File: src/rtl/control_multiciclo_pkg.sv
// control_multiciclo_pkg: opcodes, alu_op codes, state encodings and control bundle for the multi-cycle MIPS control.
package control_multiciclo_pkg;
  localparam int OPW = 6;
  localparam int AOPW = 3;
  localparam logic [OPW-1:0] OPC_R    = 6'b000000;
  localparam logic [OPW-1:0] OPC_LW   = 6'b100011;
  localparam logic [OPW-1:0] OPC_SW   = 6'b101011;
  localparam logic [OPW-1:0] OPC_BEQ  = 6'b000100;
  localparam logic [OPW-1:0] OPC_J    = 6'b000010;
  localparam logic [OPW-1:0] OPC_ADDI = 6'b001000;
  localparam logic [OPW-1:0] OPC_ORI  = 6'b001101;
  localparam logic [OPW-1:0] OPC_ANDI = 6'b001100;
  localparam logic [OPW-1:0] OPC_SLTI = 6'b001010;
  localparam logic [AOPW-1:0] ALU_ADD   = 3'b000;
  localparam logic [AOPW-1:0] ALU_SUB   = 3'b001;
  localparam logic [AOPW-1:0] ALU_RTYPE = 3'b010;
  localparam logic [AOPW-1:0] ALU_ADDI  = 3'b011;
  localparam logic [AOPW-1:0] ALU_ORI   = 3'b100;
  localparam logic [AOPW-1:0] ALU_ANDI  = 3'b101;
  localparam logic [AOPW-1:0] ALU_SLTI  = 3'b110;
  typedef enum logic [3:0] {
    S_FETCH, S_DECODE, S_MEMADR, S_MEMRD, S_MEMWB, S_MEMWR,
    S_EXEC, S_RWB, S_BRANCH, S_JUMP, S_IEXEC, S_IWB
  } state_t;
  typedef struct packed {
    logic pc_write;
    logic pc_write_cond;
    logic i_or_d;
    logic mem_read;
    logic mem_write;
    logic ir_write;
    logic mem_to_reg;
    logic reg_dst;
    logic reg_write;
    logic alu_src_a;
    logic [1:0] alu_src_b;
    logic imm_zext;
    logic [1:0] pc_source;
    logic [AOPW-1:0] alu_op;
  } ctrl_t;
  // S_FETCH doubles as the "unknown opcode" verdict
  function automatic state_t dispatch(input logic [OPW-1:0] op);
    case (op)
      OPC_LW, OPC_SW: return S_MEMADR;
      OPC_R: return S_EXEC;
      OPC_BEQ: return S_BRANCH;
      OPC_J: return S_JUMP;
      OPC_ADDI, OPC_ORI, OPC_ANDI, OPC_SLTI: return S_IEXEC;
      default: return S_FETCH;
    endcase
  endfunction
endpackage

File: src/rtl/control_multiciclo_if.sv
// control_multiciclo_if: control unit <-> datapath bundle (opcode/mem_ready in, mux selects and enables out).
interface control_multiciclo_if;
  import control_multiciclo_pkg::*;
  logic [OPW-1:0] opcode;
  logic mem_ready;
  logic pc_write, pc_write_cond, i_or_d, mem_read, mem_write, ir_write;
  logic mem_to_reg, reg_dst, reg_write, alu_src_a, imm_zext, illegal;
  logic [1:0] alu_src_b, pc_source;
  logic [AOPW-1:0] alu_op;
  logic [3:0] state;
  modport master (
    input opcode, mem_ready,
    output pc_write, pc_write_cond, i_or_d, mem_read, mem_write, ir_write,
      mem_to_reg, reg_dst, reg_write, alu_src_a, alu_src_b, imm_zext,
      pc_source, alu_op, illegal, state
  );
  modport slave (
    output opcode, mem_ready,
    input pc_write, pc_write_cond, i_or_d, mem_read, mem_write, ir_write,
      mem_to_reg, reg_dst, reg_write, alu_src_a, alu_src_b, imm_zext,
      pc_source, alu_op, illegal, state
  );
endinterface

File: src/rtl/control_salidas.sv
// control_salidas: Moore decoder from (state, op_q) to datapath controls; fetch writes also wait on mem_ready.
module control_salidas
  import control_multiciclo_pkg::*;
(
  input  state_t         state,
  input  logic [OPW-1:0] op_q,
  input  logic           mem_ready,
  output ctrl_t          ctrl
);
  always_comb begin
    ctrl = '0;
    case (state)
      S_FETCH: begin
        ctrl.mem_read = 1'b1;
        ctrl.alu_src_b = 2'b01;
        ctrl.alu_op = ALU_ADD;
        ctrl.ir_write = mem_ready;
        ctrl.pc_write = mem_ready;
      end
      S_DECODE: begin
        ctrl.alu_src_b = 2'b11;
        ctrl.alu_op = ALU_ADD;
      end
      S_MEMADR: begin
        ctrl.alu_src_a = 1'b1;
        ctrl.alu_src_b = 2'b10;
        ctrl.alu_op = ALU_ADD;
      end
      S_MEMRD: begin
        ctrl.mem_read = 1'b1;
        ctrl.i_or_d = 1'b1;
      end
      S_MEMWB: begin
        ctrl.reg_write = 1'b1;
        ctrl.mem_to_reg = 1'b1;
      end
      S_MEMWR: begin
        ctrl.mem_write = 1'b1;
        ctrl.i_or_d = 1'b1;
      end
      S_EXEC: begin
        ctrl.alu_src_a = 1'b1;
        ctrl.alu_op = ALU_RTYPE;
      end
      S_RWB: begin
        ctrl.reg_write = 1'b1;
        ctrl.reg_dst = 1'b1;
      end
      S_BRANCH: begin
        ctrl.alu_src_a = 1'b1;
        ctrl.alu_op = ALU_SUB;
        ctrl.pc_write_cond = 1'b1;
        ctrl.pc_source = 2'b01;
      end
      S_JUMP: begin
        ctrl.pc_write = 1'b1;
        ctrl.pc_source = 2'b10;
      end
      S_IEXEC: begin
        ctrl.alu_src_a = 1'b1;
        ctrl.alu_src_b = 2'b10;
        ctrl.alu_op = op_q == OPC_ORI ? ALU_ORI : op_q == OPC_ANDI ? ALU_ANDI : op_q == OPC_SLTI ? ALU_SLTI : ALU_ADDI;
        ctrl.imm_zext = op_q == OPC_ORI || op_q == OPC_ANDI;
      end
      S_IWB: ctrl.reg_write = 1'b1;
      default: ctrl = '0;
    endcase
  end
endmodule

File: src/rtl/control_multiciclo.sv
// control_multiciclo: multi-cycle MIPS main control FSM with memory wait states.
// Outputs are forced to zero while rst is high so no enable fires during reset.
module control_multiciclo
  import control_multiciclo_pkg::*;
(
  input logic clk,
  input logic rst,
  control_multiciclo_if.master bus
);
  state_t state_q, state_d;
  logic [OPW-1:0] op_q;
  logic illegal_q, illegal_d;
  ctrl_t dec, ctrl;
  always_ff @(posedge clk or posedge rst) begin
    if (rst) begin
      state_q <= S_FETCH;
      op_q <= '0;
      illegal_q <= 1'b0;
    end else begin
      state_q <= state_d;
      illegal_q <= illegal_d;
      if (state_q == S_DECODE) op_q <= bus.opcode;
    end
  end
  always_comb begin
    state_d = S_FETCH;
    case (state_q)
      S_FETCH: state_d = bus.mem_ready ? S_DECODE : S_FETCH;
      S_DECODE: state_d = dispatch(bus.opcode);
      S_MEMADR: state_d = op_q == OPC_SW ? S_MEMWR : S_MEMRD;
      S_MEMRD: state_d = bus.mem_ready ? S_MEMWB : S_MEMRD;
      S_MEMWR: state_d = bus.mem_ready ? S_FETCH : S_MEMWR;
      S_EXEC: state_d = S_RWB;
      S_IEXEC: state_d = S_IWB;
      default: state_d = S_FETCH;
    endcase
  end
  // flagged on leaving DECODE, seen during the following FETCH cycle only
  assign illegal_d = state_q == S_DECODE && dispatch(bus.opcode) == S_FETCH;
  control_salidas u_salidas (.state(state_q), .op_q(op_q), .mem_ready(bus.mem_ready), .ctrl(dec));
  assign ctrl = rst ? '0 : dec;
  assign bus.pc_write = ctrl.pc_write;
  assign bus.pc_write_cond = ctrl.pc_write_cond;
  assign bus.i_or_d = ctrl.i_or_d;
  assign bus.mem_read = ctrl.mem_read;
  assign bus.mem_write = ctrl.mem_write;
  assign bus.ir_write = ctrl.ir_write;
  assign bus.mem_to_reg = ctrl.mem_to_reg;
  assign bus.reg_dst = ctrl.reg_dst;
  assign bus.reg_write = ctrl.reg_write;
  assign bus.alu_src_a = ctrl.alu_src_a;
  assign bus.alu_src_b = ctrl.alu_src_b;
  assign bus.imm_zext = ctrl.imm_zext;
  assign bus.pc_source = ctrl.pc_source;
  assign bus.alu_op = ctrl.alu_op;
  assign bus.illegal = illegal_q && !rst;
  assign bus.state = state_q;
endmodule

File: src/flat_wrapper.sv
// flat-port wrapper written by rule: the top's interface ports become plain ports
module control_multiciclo_flat import control_multiciclo_pkg::*;
  (clk, rst, bus_opcode, bus_mem_ready, bus_pc_write, bus_pc_write_cond, bus_i_or_d, bus_mem_read, bus_mem_write, bus_ir_write, bus_mem_to_reg, bus_reg_dst, bus_reg_write, bus_alu_src_a, bus_alu_src_b, bus_imm_zext, bus_pc_source, bus_alu_op, bus_illegal, bus_state);
  control_multiciclo_if bus_i ();
  input logic clk;
  input logic rst;
  input wire logic [$bits(bus_i.opcode)-1:0] bus_opcode;
  input wire logic [$bits(bus_i.mem_ready)-1:0] bus_mem_ready;
  output wire logic [$bits(bus_i.pc_write)-1:0] bus_pc_write;
  output wire logic [$bits(bus_i.pc_write_cond)-1:0] bus_pc_write_cond;
  output wire logic [$bits(bus_i.i_or_d)-1:0] bus_i_or_d;
  output wire logic [$bits(bus_i.mem_read)-1:0] bus_mem_read;
  output wire logic [$bits(bus_i.mem_write)-1:0] bus_mem_write;
  output wire logic [$bits(bus_i.ir_write)-1:0] bus_ir_write;
  output wire logic [$bits(bus_i.mem_to_reg)-1:0] bus_mem_to_reg;
  output wire logic [$bits(bus_i.reg_dst)-1:0] bus_reg_dst;
  output wire logic [$bits(bus_i.reg_write)-1:0] bus_reg_write;
  output wire logic [$bits(bus_i.alu_src_a)-1:0] bus_alu_src_a;
  output wire logic [$bits(bus_i.alu_src_b)-1:0] bus_alu_src_b;
  output wire logic [$bits(bus_i.imm_zext)-1:0] bus_imm_zext;
  output wire logic [$bits(bus_i.pc_source)-1:0] bus_pc_source;
  output wire logic [$bits(bus_i.alu_op)-1:0] bus_alu_op;
  output wire logic [$bits(bus_i.illegal)-1:0] bus_illegal;
  output wire logic [$bits(bus_i.state)-1:0] bus_state;
  assign bus_i.opcode = bus_opcode;
  assign bus_i.mem_ready = bus_mem_ready;
  assign bus_pc_write = bus_i.pc_write;
  assign bus_pc_write_cond = bus_i.pc_write_cond;
  assign bus_i_or_d = bus_i.i_or_d;
  assign bus_mem_read = bus_i.mem_read;
  assign bus_mem_write = bus_i.mem_write;
  assign bus_ir_write = bus_i.ir_write;
  assign bus_mem_to_reg = bus_i.mem_to_reg;
  assign bus_reg_dst = bus_i.reg_dst;
  assign bus_reg_write = bus_i.reg_write;
  assign bus_alu_src_a = bus_i.alu_src_a;
  assign bus_alu_src_b = bus_i.alu_src_b;
  assign bus_imm_zext = bus_i.imm_zext;
  assign bus_pc_source = bus_i.pc_source;
  assign bus_alu_op = bus_i.alu_op;
  assign bus_illegal = bus_i.illegal;
  assign bus_state = bus_i.state;
  control_multiciclo u_core (.clk(clk), .rst(rst), .bus(bus_i));
endmodule
File: config.mk
export PLATFORM = sky130hd
export DESIGN_NAME = control_multiciclo_flat
export DESIGN_NICKNAME = d
export VERILOG_FILES = /design/src/rtl/control_multiciclo_pkg.sv /design/src/rtl/control_multiciclo_if.sv /design/src/rtl/control_salidas.sv /design/src/rtl/control_multiciclo.sv /design/src/flat_wrapper.sv
export SDC_FILE = /design/constraint.sdc
export NUM_CORES = 1
export LEC_CHECK = 0
export ABC_AREA = 1
export CAP_MARGIN = 30
export CORE_UTILIZATION = 40
export CTS_CLUSTER_DIAMETER = 40
export CTS_CLUSTER_SIZE = 8
export DETAILED_ROUTE_END_ITERATION = 16
export GPL_TIMING_DRIVEN = 0
export PLACE_DENSITY = 0.72
export SETUP_SLACK_MARGIN = 0.05
export SLEW_MARGIN = 40
export SYNTH_ARGS = -nofsm -noshare
export SYNTH_HDL_FRONTEND = slang
export SYNTH_SLANG_ARGS = --single-unit
File: constraint.sdc
create_clock -name clk -period 1.65 [get_ports clk]
set_input_delay 0.33 -clock clk [delete_from_list [all_inputs] [get_ports clk]]
set_output_delay 0.33 -clock clk [all_outputs]
set_load 0.01 [all_outputs]
==> results of run 1 <==
-- sequential cells by signal, indices dropped and copies added, names as in the netlist --
register and count:
u_core.op_q 6, u_core.illegal_q 1, u_core.bus.state 4
-- cells by family after synthesis --
group	after synthesis	share of synthesized area, %
simple gates	91	46.8
flops	11	30.3
compound gates	14	10.2
buf+inv	28	12.8
-- worst max-delay path, stage by stage, from the launching register on --
cell	delay, ps
sky130_fd_sc_hd__dfrtp_2	450
sky130_fd_sc_hd__buf_6	130
sky130_fd_sc_hd__nor2_4	150
sky130_fd_sc_hd__inv_2	90
sky130_fd_sc_hd__nor2_4	130
sky130_fd_sc_hd__a21oi_2	40
sky130_fd_sc_hd__nor2_1	110
sky130_fd_sc_hd__buf_2	140
-- area by class of cell --
type / count / area [um2]
multi-input combinational: 105 / 613
tap: 27 / 33.8
buffer: 2 / 25.0
sequential: 11 / 280
clock inverter: 1 / 5.00
inverter: 25 / 100
timing repair buffer: 53 / 423
clock buffer: 3 / 22.5
fill: 160 / 539
-- what timing repair did --
| action | 4_1_cts | 5_1_grt |
|---|---|---|
| resized for setup | 104 | 21 |
| buffers inserted | 15 | 7 |
| pin swaps | 11 | 10 |
| endpoints found under the setup margin | 22 | 20 |
-- metrics by stage --
| stage | hold slack [ps] | total power (W) | setup TNS (ps) | worst slack, ps |
|---|---|---|---|---|
| 2_1_floorplan | 207 | 0.000969 | 0 | 125 |
| 3_3_place_gp | 505 | 0.00123 | -12460 | -984 |
| 3_5_place_dp | 504 | 0.00125 | -12550 | -1030 |
| 4_1_cts | 315 | 0.00153 | -797 | -144 |
| 5_1_grt | 171 | 0.00183 | -2880 | -266 |
| 6_report | 163 | 0.00171 | -1830 | -196 |
-- path summary, 6_finish.rpt --
check / slack [ps] / startpoint / end
setup / recovery: -200 / u_core.bus.state[3] / bus_reg_write
hold / removal: 160 / rst / u_core.op_q[5]
setup reg to reg: 210 / u_core.bus.state[2] / u_core.op_q[3]
hold reg to reg: 520 / u_core.op_q[1] / u_core.op_q[1]
max in group asynchronous: 1240 / rst / u_core.bus.state[0]
min in group clk: 520 / u_core.op_q[1] / u_core.op_q[1]
-- power by group --
group | leakage, nW | switching [W] | total [W] | internal, W
Combinational | 0.674 | 0.000582 | 0.00103 | 0.000447
Sequential | 0.134 | 0.000113 | 0.000495 | 0.000381
Clock | 0.0177 | 0.000100 | 0.000190 | 0.0000899
Total | 0.826 | 0.000795 | 0.00171 | 0.000919
-- layout by cell type, fill, tap and decap left out, types with 2 or more instances in the layout --
master,netlist,layout
sky130_fd_sc_hd__a21oi_2,1,4
sky130_fd_sc_hd__buf_2,0,15
sky130_fd_sc_hd__buf_4,1,15
sky130_fd_sc_hd__buf_6,1,11
sky130_fd_sc_hd__clkbuf_4,0,3
sky130_fd_sc_hd__clkdlybuf4s50_1,0,7
sky130_fd_sc_hd__dfrtp_1,11,7
sky130_fd_sc_hd__dfrtp_2,0,4
sky130_fd_sc_hd__dlygate4sd2_1,0,4
sky130_fd_sc_hd__inv_1,18,15
sky130_fd_sc_hd__inv_2,7,8
sky130_fd_sc_hd__nand2_1,33,28
sky130_fd_sc_hd__nand2_2,1,3
sky130_fd_sc_hd__nand2_4,1,4
sky130_fd_sc_hd__nand3_1,14,12
sky130_fd_sc_hd__nand4_1,3,3
sky130_fd_sc_hd__nor2_1,27,25
sky130_fd_sc_hd__nor2_2,4,2
sky130_fd_sc_hd__nor2_4,4,8
sky130_fd_sc_hd__nor3_2,0,2
sky130_fd_sc_hd__o21ai_1,3,2
sky130_fd_sc_hd__o21ai_2,5,6
-- layer usage --
| metal | global-route usage [%] | share of wire, % |
|---|---|---|
| met5 | 0 | 0 |
| met4 | 15.7 | 3.1 |
| met3 | 4.63 | 4.0 |
| met2 | 43.9 | 51 |
| met1 | 29.8 | 42 |
==> summary.txt, run 1 <==
Timing
  • FMAX: 542 MHz
  • Setup violation total in the final timing report: 15
  • Worst slew margin relative to its limit: 82.1%
  • Period minus WS final: 1850 ps
  • Worst setup margin: -196 ps
  • Worst Tran Pin Value: 266 ps
  • Fin crit share: 112%
  • Final Hold Viols: 0
  • Setup repair after global routing missed its margin: true
  • Max Transition Viols Final: 0
  • Fin Clk Skew: 3.70 ps

GRT
  • Number of antenna violations at the first check in global routing: 0
  • Number of global-route vias before repair: 1,055
  • Global-route wire length before repair: 4.78 mm
  • GRT Total Usage: 25.8%
  • Pin count of the biggest net entering global routing: 11
  • Global route total overflow: 0

Die
  • Cell row count: 16
  • Floorplan die area: 0.00247 mm2
  • Number of primary I/O pins: 32
  • Floorplan core area: 0.00204 mm2
  • Vertical extent of the die: 49.7 um
  • Effective utilization at floorplan: 44.5%
  • Die span in x: 49.7 um

Logic synthesis
  • Syn Area/Cell: 6.32 um2
  • Post-synth net total: 153
  • Leading post-synthesis cells by cell area: sky130_fd_sc_hd__dfrtp_1, sky130_fd_sc_hd__nand2_1, sky130_fd_sc_hd__nor2_1
  • Cell type with the highest aggregate area in the netlist: sky130_fd_sc_hd__dfrtp_1
  • Synth unique cells: 22
  • Leading cell types by count after synthesis: sky130_fd_sc_hd__nand2_1, sky130_fd_sc_hd__nor2_1, sky130_fd_sc_hd__inv_1
  • Register bit count reported by yosys: 11
  • Syn Std Cell Area: 910 um2
  • Sequential fraction of the synthesis area: 30.3%
  • Predominant post-synthesis flop cell: sky130_fd_sc_hd__dfrtp_1
  • Count of yosys warnings during synthesis: 0
  • Cell count after synthesis: 144
  • Fraction of registers with async set/reset: 100%
  • Number of flops mapped to enable cells by yosys: 0
  • Area fraction of the dominant cell type after synthesis: 30.3%
  • Most frequent cell after synthesis: sky130_fd_sc_hd__nand2_1

Worst setup path
  • Number of cells traversed by the worst register-to-register path: 7
  • Endpoint required time on the critical path: 1320 ps
  • Startpoint types: flip-flop
  • Arrival time at the worst endpoint: 1520 ps
  • Largest driver fanout on the critical path: 4
  • Worst Setup End Kind: output pin
  • Worst Path Class, Setup: flip-flop to output pin

Clock tree
  • Clock tree from TritonCTS: done
  • CTS buffer count: 3
  • Total number of H-tree levels: 1
  • Maximum buffer depth of the clock tree: 2
  • Buffer cell driving the clock tree root: sky130_fd_sc_hd__clkbuf_4
  • TritonCTS Sinks: 11
  • Clock Pin Slew Worst Setup and Hold Paths: 80 ps
  • Worst skew pair latency: 280 ps
  • Number of hold-repair buffers added at the cts stage: 0

Placed design
  • Placed wire-length estimate: 1.84 mm
  • Placed instance count: 202
  • Last weighted congestion value of the routability-driven placer: 0.838
  • Number of port buffers: 31
  • Post-placement cell area: 0.00125 mm2

Cells and area
  • Post-route cell area: 0.00150 mm2
  • Diodes inserted: 0
  • Final std cells w/o fill: 227
  • Share of post-route cells with drive strength above 1: 46.0%
  • Post-route core utilization: 73.6%
  • Area Growth Syn to Fin: 65.2%
  • Final net count: 210

Detailed routing
  • Residual antenna-violating net count after detailed routing: 0
  • Vias per Instance: 4.90
  • DRT Wirelength: 3.13 mm
  • WL/cell: 13.8 um
  • DR DRC count: 0
  • First DRT Iteration DRCs: 18
  • First drt pass iteration count: 4
  • Via Count: 1,113

Run status
  • Violated checks: negative setup slack
  • Status: finished with violations

Min path
  • Class of the most critical hold timing path: input port to async pin

Pwr
  • Maximum vdd ir drop: 0.691 mV
  • Pwr dens: 1140 mW/mm2
  • Pleak: 0.826 nW

Run
  • Number of maximum-capacitance violations: 0
No activity file was read; power rests on OpenSTA's default activity.
==> inputs of run 2 (changes only) <==
--- a/config.mk
+++ b/config.mk
@@ -8,7 +8,7 @@
 export ABC_AREA = 1
 export CAP_MARGIN = 30
 export CORE_UTILIZATION = 40
-export CTS_CLUSTER_DIAMETER = 40
+export CTS_CLUSTER_DIAMETER = 50
 export CTS_CLUSTER_SIZE = 8
 export DETAILED_ROUTE_END_ITERATION = 16
 export GPL_TIMING_DRIVEN = 0
==> results of run 2 <==
Same layout as run 1: the final DEF is identical, and so are final timing and power.
